===== src/rtl/snake_tick_scheduler.sv =====
// Rate-controlled MOVE_REQ/MOVE_ACK step scheduler for the snake datapath.
// Optional macro SNAKE_SPEEDUP_EN: step period shortens with the score level.
//
// state    | meaning
// IDLE     | not playing, counter cleared
// RUN      | counting down to the next step
// WAIT_ACK | MOVE_REQ high, counter keeps running
// PAUSE    | counter frozen, PAUSED high
module snake_tick_scheduler #(
    parameter int BASE_PERIOD = 5000000,
    parameter int STEP_DEC    = 250000,
    parameter int MIN_PERIOD  = 1000000,
    parameter int LEVEL_SHIFT = 2,
    parameter int CNT_W       = 24
) (
    input  logic       CLK,
    input  logic       RESET,
    input  logic [1:0] MSM_State,
    input  logic       PAUSE_KEY,
    input  logic [7:0] SCORE,
    input  logic       MOVE_ACK,
    output logic       MOVE_REQ,
    output logic       PAUSED,
    output logic [3:0] LEVEL,
    output logic       OVERRUN
);

    typedef enum logic [1:0] {S_IDLE, S_RUN, S_WAIT_ACK, S_PAUSE} state_e;

    state_e           state_q, state_d;
    logic [CNT_W-1:0] cnt_q, cnt_d;
    logic             overrun_q, overrun_d;
    logic             pend_q, pend_d;
    logic [CNT_W-1:0] period_w, reload_w;
    logic             play_w, cnt_zero_w;

`ifdef SNAKE_SPEEDUP_EN
    logic [3:0]  level_q;
    logic [7:0]  score_shift_w;
    logic [31:0] dec_w;

    assign score_shift_w = SCORE >> LEVEL_SHIFT;

    always_ff @(posedge CLK or negedge RESET) begin
        if (!RESET) level_q <= 4'd0;
        else        level_q <= (score_shift_w > 8'd15) ? 4'd15 : score_shift_w[3:0];
    end

    // Clamp before subtracting so deep levels never wrap below the floor.
    assign dec_w    = 32'(level_q) * 32'(STEP_DEC);
    assign period_w = (dec_w > 32'(BASE_PERIOD - MIN_PERIOD)) ? CNT_W'(MIN_PERIOD)
                                                              : CNT_W'(32'(BASE_PERIOD) - dec_w);
    assign LEVEL    = level_q;
`else
    logic unused_cfg;

    assign unused_cfg = ^{SCORE, 32'(STEP_DEC), 32'(MIN_PERIOD), 32'(LEVEL_SHIFT)};
    assign period_w   = CNT_W'(BASE_PERIOD);
    assign LEVEL      = 4'd0;
`endif

    assign reload_w   = period_w - CNT_W'(1);
    assign play_w     = (MSM_State == 2'b01);
    assign cnt_zero_w = (cnt_q == '0);

    always_ff @(posedge CLK or negedge RESET) begin
        if (!RESET) begin
            state_q   <= S_IDLE;
            cnt_q     <= '0;
            overrun_q <= 1'b0;
            pend_q    <= 1'b0;
        end else begin
            state_q   <= state_d;
            cnt_q     <= cnt_d;
            overrun_q <= overrun_d;
            pend_q    <= pend_d;
        end
    end

    always_comb begin
        state_d   = state_q;
        cnt_d     = cnt_q;
        overrun_d = overrun_q;
        pend_d    = pend_q;
        if (state_q != S_IDLE && !play_w) begin
            state_d = S_IDLE;
            cnt_d   = '0;
            pend_d  = 1'b0;
        end else begin
            case (state_q)
                S_IDLE: begin
                    if (play_w) begin
                        cnt_d     = reload_w;
                        overrun_d = 1'b0;
                        state_d   = S_RUN;
                    end
                end
                S_RUN: begin
                    // A pause key landing on the tick defers until the request completes.
                    if (cnt_zero_w) begin
                        cnt_d   = reload_w;
                        pend_d  = PAUSE_KEY;
                        state_d = S_WAIT_ACK;
                    end else if (PAUSE_KEY) begin
                        state_d = S_PAUSE;
                    end else begin
                        cnt_d = cnt_q - CNT_W'(1);
                    end
                end
                S_WAIT_ACK: begin
                    cnt_d = cnt_zero_w ? reload_w : cnt_q - CNT_W'(1);
                    if (MOVE_ACK) begin
                        state_d = (pend_q || PAUSE_KEY) ? S_PAUSE : S_RUN;
                        pend_d  = 1'b0;
                    end else begin
                        if (cnt_zero_w) overrun_d = 1'b1;
                        if (PAUSE_KEY)  pend_d    = 1'b1;
                    end
                end
                S_PAUSE: begin
                    if (PAUSE_KEY) state_d = S_RUN;
                end
                default: state_d = S_IDLE;
            endcase
        end
    end

    always_comb begin
        MOVE_REQ = (state_q == S_WAIT_ACK);
        PAUSED   = (state_q == S_PAUSE);
        OVERRUN  = overrun_q;
    end

endmodule


===== config.mk =====
export PLATFORM = sky130hd
export DESIGN_NAME = snake_tick_scheduler
export DESIGN_NICKNAME = d
export VERILOG_FILES = /design/src/rtl/snake_tick_scheduler.sv
export SDC_FILE = /design/constraint.sdc
export NUM_CORES = 1
export LEC_CHECK = 0
export ABC_AREA = 0
export BUFFER_PORTS_ARGS = -buffer_cell sky130_fd_sc_hd__buf_2
export CORE_MARGIN = 2
export CORE_UTILIZATION = 45
export DETAILED_ROUTE_END_ITERATION = 10
export PLACE_DENSITY = 0.67
export SLEW_MARGIN = 20
export SYNTH_ARGS = -nofsm -noshare
export SYNTH_HDL_FRONTEND = slang
export SYNTH_SLANG_ARGS = --single-unit

===== constraint.sdc =====
create_clock -name CLK -period 3.25 [get_ports CLK]
set_input_delay 0.65 -clock CLK [delete_from_list [all_inputs] [get_ports CLK]]
set_output_delay 0.65 -clock CLK [all_outputs]
set_load 0.005 [all_outputs]

==> results of run 1 <==
## stage by stage
step	instances	worst slack (ns)	power, W	hold WS (ns)
6_report	266	0.359	0.00163	0.383
5_1_grt	266	0.149	0.00176	0.444
4_1_cts	266	0.409	0.00163	0.416
3_5_place_dp	263	0.475	0.00143	0.522
3_3_place_gp	263	0.449	0.00142	0.514
2_1_floorplan	214	0.927	0.00122	0.354
## sequential cells by signal, summed over array words and instances (netlist names)
register and cells:
cnt_q 24, pend_q 1, OVERRUN 1, state_q 2
## layout make-up
class                           count  area share (%)
Timing Repair Buffer               11            3.25
Multi-Input combinational cell    163            52.9
Inverter                           11            2.14
Clock buffer                        3            2.14
Sequential cell                    28            36.4
Tap cell                           50            3.25
## cells in the mapped netlist (2+ instances only)
cell type / count
o31ai_1: 5
buf_4: 4
a21oi_1: 11
nor3_1: 10
a211o_1: 2
a22o_1: 3
or3_1: 8
ha_1: 5
xnor2_1: 4
nand2b_1: 2
a31oi_1: 3
nor4b_1: 2
nor2b_1: 2
nor4_1: 6
o31a_1: 2
nand2_1: 14
a311oi_1: 3
or2_2: 3
a21o_1: 2
clkbuf_1: 6
xor2_1: 6
o21ai_0: 6
inv_1: 11
or4_1: 6
or4_4: 2
nor2_1: 26
dfrtp_1: 28
nand3_1: 8
## power by group
group | total (W) | switching, W | internal, W
clock network | 0.000193 | 0.000110 | 0.0000834
logic | 0.000848 | 0.000507 | 0.000341
registers | 0.000592 | 0.000136 | 0.000456
## cell families after synthesis
| kind of cell | Yosys count | synth area share, % |
|---|---|---|
| buffers and inverters | 23 | 6.06 |
| adder cells (fa/ha/maj) | 5 | 3.44 |
| other | 1 | 0.206 |
| flip-flops | 28 | 38.5 |
| AO/OA/AOI/OAI | 51 | 20.2 |
| AND/OR/NAND/NOR | 93 | 26.8 |
| XOR/XNOR | 10 | 4.82 |
## final timing paths
check / startpoint / to / slack [ns] / cells past startpoint
worst min-delay path: RESET / state_q[1]$_DFFE_PN0P_ / 0.38 / 1
worst min register to register: OVERRUN$_DFFE_PN0P_ / OVERRUN$_DFFE_PN0P_ / 0.54 / 2
max in group asynchronous: RESET / cnt_q[18]$_DFFE_PN0P_ / 2.44 / 1
worst max-delay path: cnt_q[0]$_DFFE_PN0P_ / cnt_q[9]$_DFFE_PN0P_ / 0.36 / 8
worst max register to register: cnt_q[0]$_DFFE_PN0P_ / cnt_q[9]$_DFFE_PN0P_ / 0.36 / 8
min in group CLK: OVERRUN$_DFFE_PN0P_ / OVERRUN$_DFFE_PN0P_ / 0.54 / 2
## metal layers
metal	part of all wire (%)	vias up	global-route usage [%]
met2	44	36	28.9
met3	4.5	5	2.00
met1	50	757	29.3
met4	1.1	0	5.36
li1	-	776	-
met5	0	-	0
==> results by group, run 1 <==
Status
  – Outcome: complete, no violations

STA
  – Worst slew pin tran: 0.647 ns
  – Endpoints failing setup: 0
  – Rel. slew slack: between 50% and 60%
  – Setup TNS: 0 ns
  – RSZ-0062 raised after global routing: false
  – Clk_skew: 0.00746 ns
  – Final-report hold violation count: 0
  – Fin crit share: 89.0%
  – Fmax: 346 MHz
  – Max Slew Vio Count: 0
  – Tmin final: 2.89 ns

Setup path
  – CP Data Required Time: approximately 3.4 ns
  – CP peak stage delay: 0.49 ns
  – WP buf/inv: 1
  – CP startpoint kind: flip-flop
  – Setup crit end kind: flip-flop
  – Critical path's slowest cell: nor4b_1
  – Critical path class: flip-flop to flip-flop
  – Worst EP arrival: 3.06 ns
  – Top cell family by delay on the critical path: simple AND/OR/NAND/NOR gates
  – Max FO, Critical Path: 8
  – Worst path cell trace: inv_1, ha_1, nor4b_1, nand4_1, nor2b_1, nor2_1, o21ai_0, a211o_1

Cells and area
  – Fin nets: 237
  – Seq. cell area: about 700 um2
  – Area grow syn2layout: 5.99%
  – Commonest non-fill, non-tap cell in the layout: dfrtp_1
  – Multi-input logic area: 0.00102 mm2
  – Fin area: 0.00193 mm2
  – Most frequent cells in the layout: dfrtp_1 (28), nor2_1 (26), nand2_1 (14)
  – N_diodes: 0
  – Final Util: 48.9%
  – Filler Cells Inserted: 383
  – Fraction of layout cells with a size suffix above 1: 11.6%

GRT
  – Pin count of the biggest net entering global routing: 29
  – First-pass GRT wire length: 6680 um
  – Initial antenna violation count: 0
  – Vias in the first global route: around 1400
  – Grt total ovfl: 0
  – Global Route Usage Sum: between 10% and 20%

Place
  – Placer Congestion: 0.839
  – Dpl hpwl: 2940 um
  – DP Area: 0.00189 mm2
  – I/O Buffers: 8

Min path
  – Type of the most critical hold path: input pin to async pin

Yosys
  – Sequential area share after synthesis: between 30% and 40%
  – Synth async-reset ratio: 100%
  – Mapped cell area: 0.00182 mm2
  – Ys flop type: dfrtp_1
  – Number of enable flip-flop cells after synthesis: 0
  – Yosys top cell area share: about 39%
  – Cell taking the most area after synthesis: dfrtp_1
  – Post-Syn Instances: 211
  – Synth unique cells: between 40 and 50
  – Syn avg cell area: 8.62 um2
  – Largest cells by area after synthesis: dfrtp_1 (39%), nor2_1 (5.4%), ha_1 (3.4%)
  – Yosys Warn Count: 0
  – FF+latch count, synth: 28

Clock tree
  – Clock root buffer: clkbuf_8
  – CTS tree: yes
  – # clock sinks: 28
  – Clk buf depth: 2
  – Worst skew pair latency: 0.28 ns
  – Clock-pin slew on the worst setup and hold paths: 0.10 ns
  – Post-CTS setup buffer count: 0
  – Post-CTS Resized: 0
  – TritonCTS buffer count: 3
  – Max H-tree Level: 1
  – Hold_buf cts: 0

Power and ir drop
  – Power Dens Cells: between 800 and 900 mW/mm2
  – Leakage: 0.811 nW
  – Max VDD drop: 0.337 mV

Flow run
  – Max-cap viol count: 0

Floorplanning
  – I/O pins: 21
  – Die Y: 67.6 um
  – Die W: 67.6 um
  – Initial Util: 46.1%
  – Die area: 0.00456 mm2
  – Std cell rows: 23
  – Core Box Area: 0.00394 mm2

Drt
  – Remaining DRCs: 0
  – Initial DRC count: 124
  – TritonRoute pass-1 iters: 4
  – Routed vias: 1574
  – Vias per Instance: 5.92
  – WL/cell: 15.5 um
  – DRT antenna net count: 0
  – WL final: 4130 um
(Power assumes the default switching activity.)
==> run 2: changes to the inputs <==
--- a/config.mk
+++ b/config.mk
@@ -9,7 +9,7 @@
 export BUFFER_PORTS_ARGS = -buffer_cell sky130_fd_sc_hd__buf_2
 export CORE_MARGIN = 2
-export CORE_UTILIZATION = 45
+export CORE_UTILIZATION = 58
 export DETAILED_ROUTE_END_ITERATION = 10
-export PLACE_DENSITY = 0.67
+export PLACE_DENSITY = 0.82
 export SLEW_MARGIN = 20
 export SYNTH_ARGS = -nofsm -noshare
==> constraint.sdc (replaced) <==
create_clock -name CLK -period 3.25 [get_ports CLK]
set_input_delay 0.1625 -clock CLK [delete_from_list [all_inputs] [get_ports CLK]]
set_output_delay 0.1625 -clock CLK [all_outputs]
set_load 0.005 [all_outputs]
==> results by group, run 2 (synthesis gave the netlist of run 1 again) <==
Cells and area
  – Area grow syn2layout: 6.26%
  – Fin nets: 239 (+0.84%)
  – Biggest register: cnt_q
  – Largest regs: cnt_q (24), state_q (2)
  – Commonest non-fill, non-tap cell in the layout: dfrtp_1
  – Most frequent cells in the layout: dfrtp_1 (28), nor2_1 (26), nand2_1 (14)
  – Fin area: 0.00193 mm2 (+0.26%)
  – Fraction of layout cells with a size suffix above 1: 12.3% (+0.75 points)
  – Multi-input logic area: 0.00102 mm2 (unchanged)
  – Number of flip-flops under the largest register name: 24 (unchanged)
  – Filler Cells Inserted: 278 (-27%)
  – Seq. cell area: 701 um2 (unchanged)
  – N_diodes: 0 (unchanged)

STA
  – Fmax: 355 MHz (+2.6%)
  – Tmin final: 2.82 ns (-0.0737 ns)
  – Clk_skew: 0.00421 ns (-0.00325 ns)
  – Setup TNS: 0 ns (unchanged)
  – Max Slew Vio Count: 0 (unchanged)
  – Final-report hold violation count: 0 (unchanged)
  – Worst slew pin tran: 0.667 ns (+0.0198 ns)
  – Endpoints failing setup: 0 (unchanged)
  – Fin crit share: 86.7% (-2.3 points)
  – RSZ-0062 raised after global routing: false
  – Rel. slew slack: 54.9% (-1.9 points)

GRT
  – Grt total ovfl: 0 (unchanged)
  – Vias in the first global route: 1455 (+6.7%)
  – Global routing's busiest layer: met2
  – Initial antenna violation count: 0 (unchanged)
  – Pin count of the biggest net entering global routing: 29 (unchanged)
  – GR met3 Demand/Resource: 2.81% (+0.81 points)
  – Met1 track demand over resource: 36.8% (+7.5 points)
  – First-pass GRT wire length: 6770 um (+1.3%)
  – GR Util met2: 37.7% (+8.8 points)
  – Global Route Usage Sum: 25.2% (+5.8 points)

Setup path
  – Critical R2R Launch: cnt_q[0]$_DFFE_PN0P_
  – Max FO, Critical Path: 6 (-2)
  – Reg2reg end: cnt_q[23]$_DFFE_PN0P_
  – Worst path depth: 8 (unchanged)
  – CP Data Required Time: 3.52 ns (+0.10 ns)
  – Worst Setup EP: cnt_q[23]$_DFFE_PN0P_
  – Critical path's slowest cell: nor4b_1
  – CP startpoint kind: flip-flop
  – Worst path cell trace: inv_1, ha_1, nor4b_1, nand4_1, nand2b_1, nand2_1, or4_1, a21oi_1
  – Worst EP arrival: 3.09 ns (+0.03 ns)
  – Setup crit end kind: flip-flop
  – WP buf/inv: 1 (unchanged)
  – CP peak stage delay: 0.57 ns (+0.08 ns)
  – Critical path class: flip-flop to flip-flop
  – CP startpoint: cnt_q[0]$_DFFE_PN0P_
  – Reg2Reg Depth: 8 (unchanged)
  – Reg-to-reg slack, setup: 0.43 ns (+0.07 ns)
  – Top cell family by delay on the critical path: simple AND/OR/NAND/NOR gates

Place
  – I/O Buffers: 8 (unchanged)
  – Dpl hpwl: 2900 um (-1.1%)
  – Placer Congestion: 0.904 (+7.6%)
  – DP Area: 0.00189 mm2 (unchanged)

Floorplanning
  – Std cell rows: 20 (-13%)
  – Initial Util: 60.0% (+14 points)
  – Core Box Area: 0.00303 mm2 (-23%)
  – Die Y: 60.0 um (-11%)
  – Die area: 0.00360 mm2 (-21%)
  – Die W: 60.0 um (-11%)
  – I/O pins: 21 (unchanged)

Power and ir drop
  – Comb pwr share: 52.8% (+0.9 points)
  – Power Dens Cells: 844 mW/mm2 (-0.39%)
  – NetSw: 0.000756 W (+0.47%)
  – Max VDD drop: 0.450 mV (+34%)
  – Leakage: 0.819 nW (+1.1%)
  – Switch share: 46.4% (+0.27 points)
  – Clock share of power: 10.9% (-0.9 points)
  – Sequential Power Share: 36.3% (about the same)
  – Internal power: 0.000875 W (-0.64%)

Drt
  – Initial DRC count: 121 (-2.4%)
  – DRT antenna net count: 0 (unchanged)
  – TritonRoute pass-1 iters: 4 (unchanged)
  – WL/cell: 15.5 um (-0.28%)
  – Remaining DRCs: 0 (unchanged)
  – Routed vias: 1637 (+4.0%)
  – Vias per Instance: 6.22 (+5.2%)
  – WL final: 4070 um (-1.4%)

Clock tree
  – Max H-tree Level: 1 (unchanged)
  – Worst skew pair latency: 0.34 ns (+0.06 ns)
  – # clock sinks: 28 (unchanged)
  – Clock-pin slew on the worst setup and hold paths: 0.16 ns (+0.06 ns)
  – Clk buf depth: 2 (unchanged)
  – CTS tree: yes
  – TritonCTS buffer count: 3 (unchanged)
  – Clock root buffer: clkbuf_4

Min path
  – Type of the most critical hold path: input pin to flip-flop

Flow run
  – Max-cap viol count: 0 (unchanged)

Status
  – Outcome: complete, no violations
run 2: cell types whose count changed in the layout (fill, tap and decap cells not counted):
cell	delta
clkbuf_4	+3
dlygate4sd3_1	+1
buf_4	+1
clkbuf_8	-2
run 2: worst min-delay path by stage:
| stage | from | endpoint | slack (ns) | cells past startpoint |
|---|---|---|---|---|
| 2_1_floorplan | RESET | OVERRUN$_DFFE_PN0P_ | -0.13 | 0 |
| 3_3_place_gp | RESET | pend_q$_DFFE_PN0P_ | 0.22 | 1 |
| 3_5_place_dp | RESET | pend_q$_DFFE_PN0P_ | 0.22 | 1 |
| 5_1_grt | MOVE_ACK | pend_q$_DFFE_PN0P_ | 0.13 | 3 |
| 4_1_cts | MOVE_ACK | pend_q$_DFFE_PN0P_ | 0.12 | 3 |
| 6_report | MOVE_ACK | pend_q$_DFFE_PN0P_ | 0.13 | 3 |
run 2: what timing repair did:
item	CTS	global route
setup buffers	0	0
setup endpoints to repair	0	0
hold buffers	1	0
resized for setup	0	0
hold endpoints to repair	28	0
run 2: metal layers:
layer  vias to the layer above  routed length (um)
met2                        50                1880
li1                        781                   -
met3                         7                 233
met1                       799                1900
met5                         -                   0
met4                         0                  57
run 2: worst register-to-register path, stage by stage (launching register included):
cell and delay [ns]:
dfrtp_1 0.45, inv_1 0.08, ha_1 0.18, nor4b_1 0.57, nand4_1 0.32, nand2b_1 0.31, nand2_1 0.18, or4_1 0.52
a21oi_1 0.15
run 2: power by group through the flow:
stage                     clock, W  combinational [W]  sequential, W
final                     0.000178           0.000860       0.000593
after global routing      0.000192           0.000963       0.000613
after CTS                 0.000178           0.000856       0.000586
after detailed placement         0           0.000851       0.000595
after global placement           0           0.000829       0.000588
after floorplan                  0           0.000667       0.000550
run 2: through the flow:
| step | setup WS (ns) | hold WS, ns | total power (W) | std cells | util (%) |
|---|---|---|---|---|---|
| 2_1_floorplan | 0.928 | -0.133 | 0.00122 | 214 | - |
| 3_3_place_gp | 0.608 | 0.218 | 0.00142 | 258 | 62.3 |
| 3_5_place_dp | 0.538 | 0.219 | 0.00145 | 258 | 62.3 |
| 4_1_cts | 0.500 | 0.124 | 0.00162 | 263 | 63.8 |
| 5_1_grt | 0.168 | 0.132 | 0.00177 | 263 | 63.8 |
| 6_report | 0.432 | 0.132 | 0.00163 | 263 | 63.8 |
run 2: area by class of cell:
type | count | share of cell area (%)
multi-input combinational | 163 | 52.7
clock buffer | 4 | 1.88
timing repair buffer | 13 | 4.15
tap | 44 | 2.85
inverter | 11 | 2.14
sequential | 28 | 36.3
==> run 3: changes to the inputs <==
- BUFFER_PORTS_ARGS: -buffer_cell sky130_fd_sc_hd__buf_2 -> unset
- CORE_UTILIZATION: 58 -> 59
- DONT_BUFFER_PORTS: unset -> 1
- PLACE_DENSITY: 0.82 -> 0.78
==> results by group, run 3 (synthesis gave the netlist of run 1 again) <==
Status
  – Outcome: complete, no violations

Place
  – DP Area: 0.00182 mm2 (-3.6%)
  – Placer Congestion: 0.883 (-2.3%)
  – Placed Instances: 237 (-8.1%)
  – Dpl hpwl: 2980 um (+2.8%)
  – I/O Buffers: 0 (-8)

GRT
  – Global Route Usage Sum: 26.3% (+1.1 points)
  – Initial antenna violation count: 0 (unchanged)
  – Met1 track demand over resource: 34.3% (-2.5 points)
  – Global routing's busiest layer: met2
  – Pin count of the biggest net entering global routing: 29 (unchanged)
  – Grt total ovfl: 0 (unchanged)
  – GR Util met2: 44.6% (+6.9 points)
  – Vias in the first global route: 1570 (+7.9%)
  – GR met3 Demand/Resource: 2.40% (-0.41 points)
  – First-pass GRT wire length: 7100 um (+4.9%)

Clock tree
  – Clk buf depth: 2 (unchanged)
  – Post-CTS setup buffer count: 0 (unchanged)
  – Worst skew pair latency: 0.35 ns (about the same)
  – Clock-pin slew on the worst setup and hold paths: 0.17 ns (about the same)
  – # clock sinks: 28 (unchanged)
  – Clock root buffer: clkbuf_4
  – CTS tree: yes
  – Post-CTS Resized: 0 (unchanged)
  – Max H-tree Level: 1 (unchanged)
  – TritonCTS buffer count: 3 (unchanged)
  – Hold_buf cts: 2 (+1)

Cells and area
  – Largest regs: cnt_q (24), state_q (2)
  – Fraction of layout cells with a size suffix above 1: 8.57% (-3.8 points)
  – Number of flip-flops under the largest register name: 24 (unchanged)
  – Final non-filler cell total: 243 (-7.6%)
  – N_diodes: 0 (unchanged)
  – Fin area: 0.00190 mm2 (-1.7%)
  – Biggest register: cnt_q
  – Area grow syn2layout: 4.47%
  – Commonest non-fill, non-tap cell in the layout: dfrtp_1
  – Fin nets: 230 (-3.8%)
  – Most frequent cells in the layout: dfrtp_1 (28), nor2_1 (26), nand2_1 (14)
  – Final Util: 63.2% (-0.55 points)

Setup path
  – CP peak stage delay: 0.53 ns (-0.04 ns)
  – CP Data Required Time: 3.49 ns (-0.03 ns)
  – Worst EP arrival: 3.06 ns (-0.03 ns)
  – Critical path class: flip-flop to flip-flop
  – Max FO, Critical Path: 8 (+2)
  – Top cell family by delay on the critical path: simple AND/OR/NAND/NOR gates
  – Setup crit end kind: flip-flop
  – Reg2reg end: cnt_q[9]$_DFFE_PN0P_
  – CP startpoint kind: flip-flop
  – Reg-to-reg slack, setup: 0.42 ns (about the same)
  – WP buf/inv: 1 (unchanged)
  – Critical path's slowest cell: nor4b_1
  – Critical R2R Launch: cnt_q[0]$_DFFE_PN0P_
  – Reg2Reg Depth: 8 (unchanged)
  – Worst path cell trace: inv_1, ha_1, nor4b_1, nand4_1, nor2b_1, nor2_1, o21ai_0, a211o_1

STA
  – Fin crit share: 87.0% (+0.32 points)
  – Tmin final: 2.83 ns (+0.0103 ns)
  – Clk_skew: 0.0217 ns (+0.0175 ns)
  – RSZ-0062 raised after global routing: false
  – Max Slew Vio Count: 0 (unchanged)
  – Hold WS: 0.0201 ns (-0.112 ns)
  – Rel. slew slack: 58.5% (+3.6 points)
  – Setup TNS: 0 ns (unchanged)
  – Fmax: 354 MHz (-0.36%)
  – Endpoints failing setup: 0 (unchanged)
  – Worst slew pin tran: 0.614 ns (-0.0529 ns)
  – Final-report hold violation count: 0 (unchanged)

Power and ir drop
  – Max VDD drop: 0.484 mV (+7.5%)
  – Power Dens Cells: 878 mW/mm2 (+4.0%)
  – Leakage: 0.790 nW (-3.6%)

Flow run
  – Max-cap viol count: 0 (unchanged)

Min path
  – Hold Path Origin: MOVE_ACK
  – Type of the most critical hold path: input pin to flip-flop
  – Worst hold stages: 3 (unchanged)
  – Hold Crit Endpoint: OVERRUN$_DFFE_PN0P_

Floorplanning
  – I/O pins: 21 (unchanged)
  – Std cell rows: 20 (unchanged)
  – Die area: 0.00354 mm2 (-1.6%)
  – Die Y: 59.5 um (-0.79%)
  – Initial Util: 60.5% (+0.50 points)
  – Core Box Area: 0.00300 mm2 (-0.83%)
  – Die W: 59.5 um (-0.79%)

Drt
  – Vias per Instance: 6.64 (+6.7%)
  – WL/cell: 17.1 um (+11%)
  – DRT antenna net count: 0 (unchanged)
  – Routed vias: 1614 (-1.4%)
  – Remaining DRCs: 0 (unchanged)
  – WL final: 4160 um (+2.1%)
  – TritonRoute pass-1 iters: 4 (unchanged)
  – Initial DRC count: 142 (+17%)
==> run 3: worst max-delay path by stage <==
stage / start / endpoint / cells after the start / slack [ns]
after global routing: cnt_q[0]$_DFFE_PN0P_ / cnt_q[9]$_DFFE_PN0P_ / 8 / 0.21
after global placement: cnt_q[0]$_DFFE_PN0P_ / cnt_q[9]$_DFFE_PN0P_ / 8 / 0.62
after floorplan: cnt_q[17]$_DFFE_PN0P_ / cnt_q[12]$_DFFE_PN0P_ / 7 / 0.93
after detailed placement: cnt_q[0]$_DFFE_PN0P_ / cnt_q[9]$_DFFE_PN0P_ / 8 / 0.55
after CTS: cnt_q[0]$_DFFE_PN0P_ / cnt_q[9]$_DFFE_PN0P_ / 8 / 0.48
final: cnt_q[0]$_DFFE_PN0P_ / cnt_q[9]$_DFFE_PN0P_ / 8 / 0.42
==> run 3: layout make-up <==
cell class                      instances  area (um2)
Tap cell                               33        41.3
Inverter                               11        41.3
Clock inverter                          1        30.0
Sequential cell                        28         701
Timing Repair Buffer                    4        45.0
Clock buffer                            3        22.5
Multi-Input combinational cell        163        1020
Fill cell                             268        1100
==> run 3: metrics by stage <==
stage | worst slack, ns | power [W]
floorplan | 0.928 | 0.00122
global placement | 0.615 | 0.00137
detailed placement | 0.548 | 0.00141
CTS | 0.476 | 0.00165
global route | 0.209 | 0.00180
finish | 0.422 | 0.00167
==> run 3: layer usage <==
metal / routed length [um] / part of all wire (%)
met1: 1830 / 44
met4: 46 / 1.1
met2: 2040 / 49
met5: 0 / 0
met3: 246 / 5.9
==> run 3: where the power goes <==
| group | internal, W | total [W] | switching, W |
|---|---|---|---|
| clock network | 0.000125 | 0.000237 | 0.000112 |
| logic | 0.000332 | 0.000840 | 0.000508 |
| registers | 0.000455 | 0.000590 | 0.000135 |
==> run 3: tightest hold or removal path, cell delays in order <==
cell and delay, ns:
inv_1 0.02, a31oi_1 0.11, nor2_1 0.06
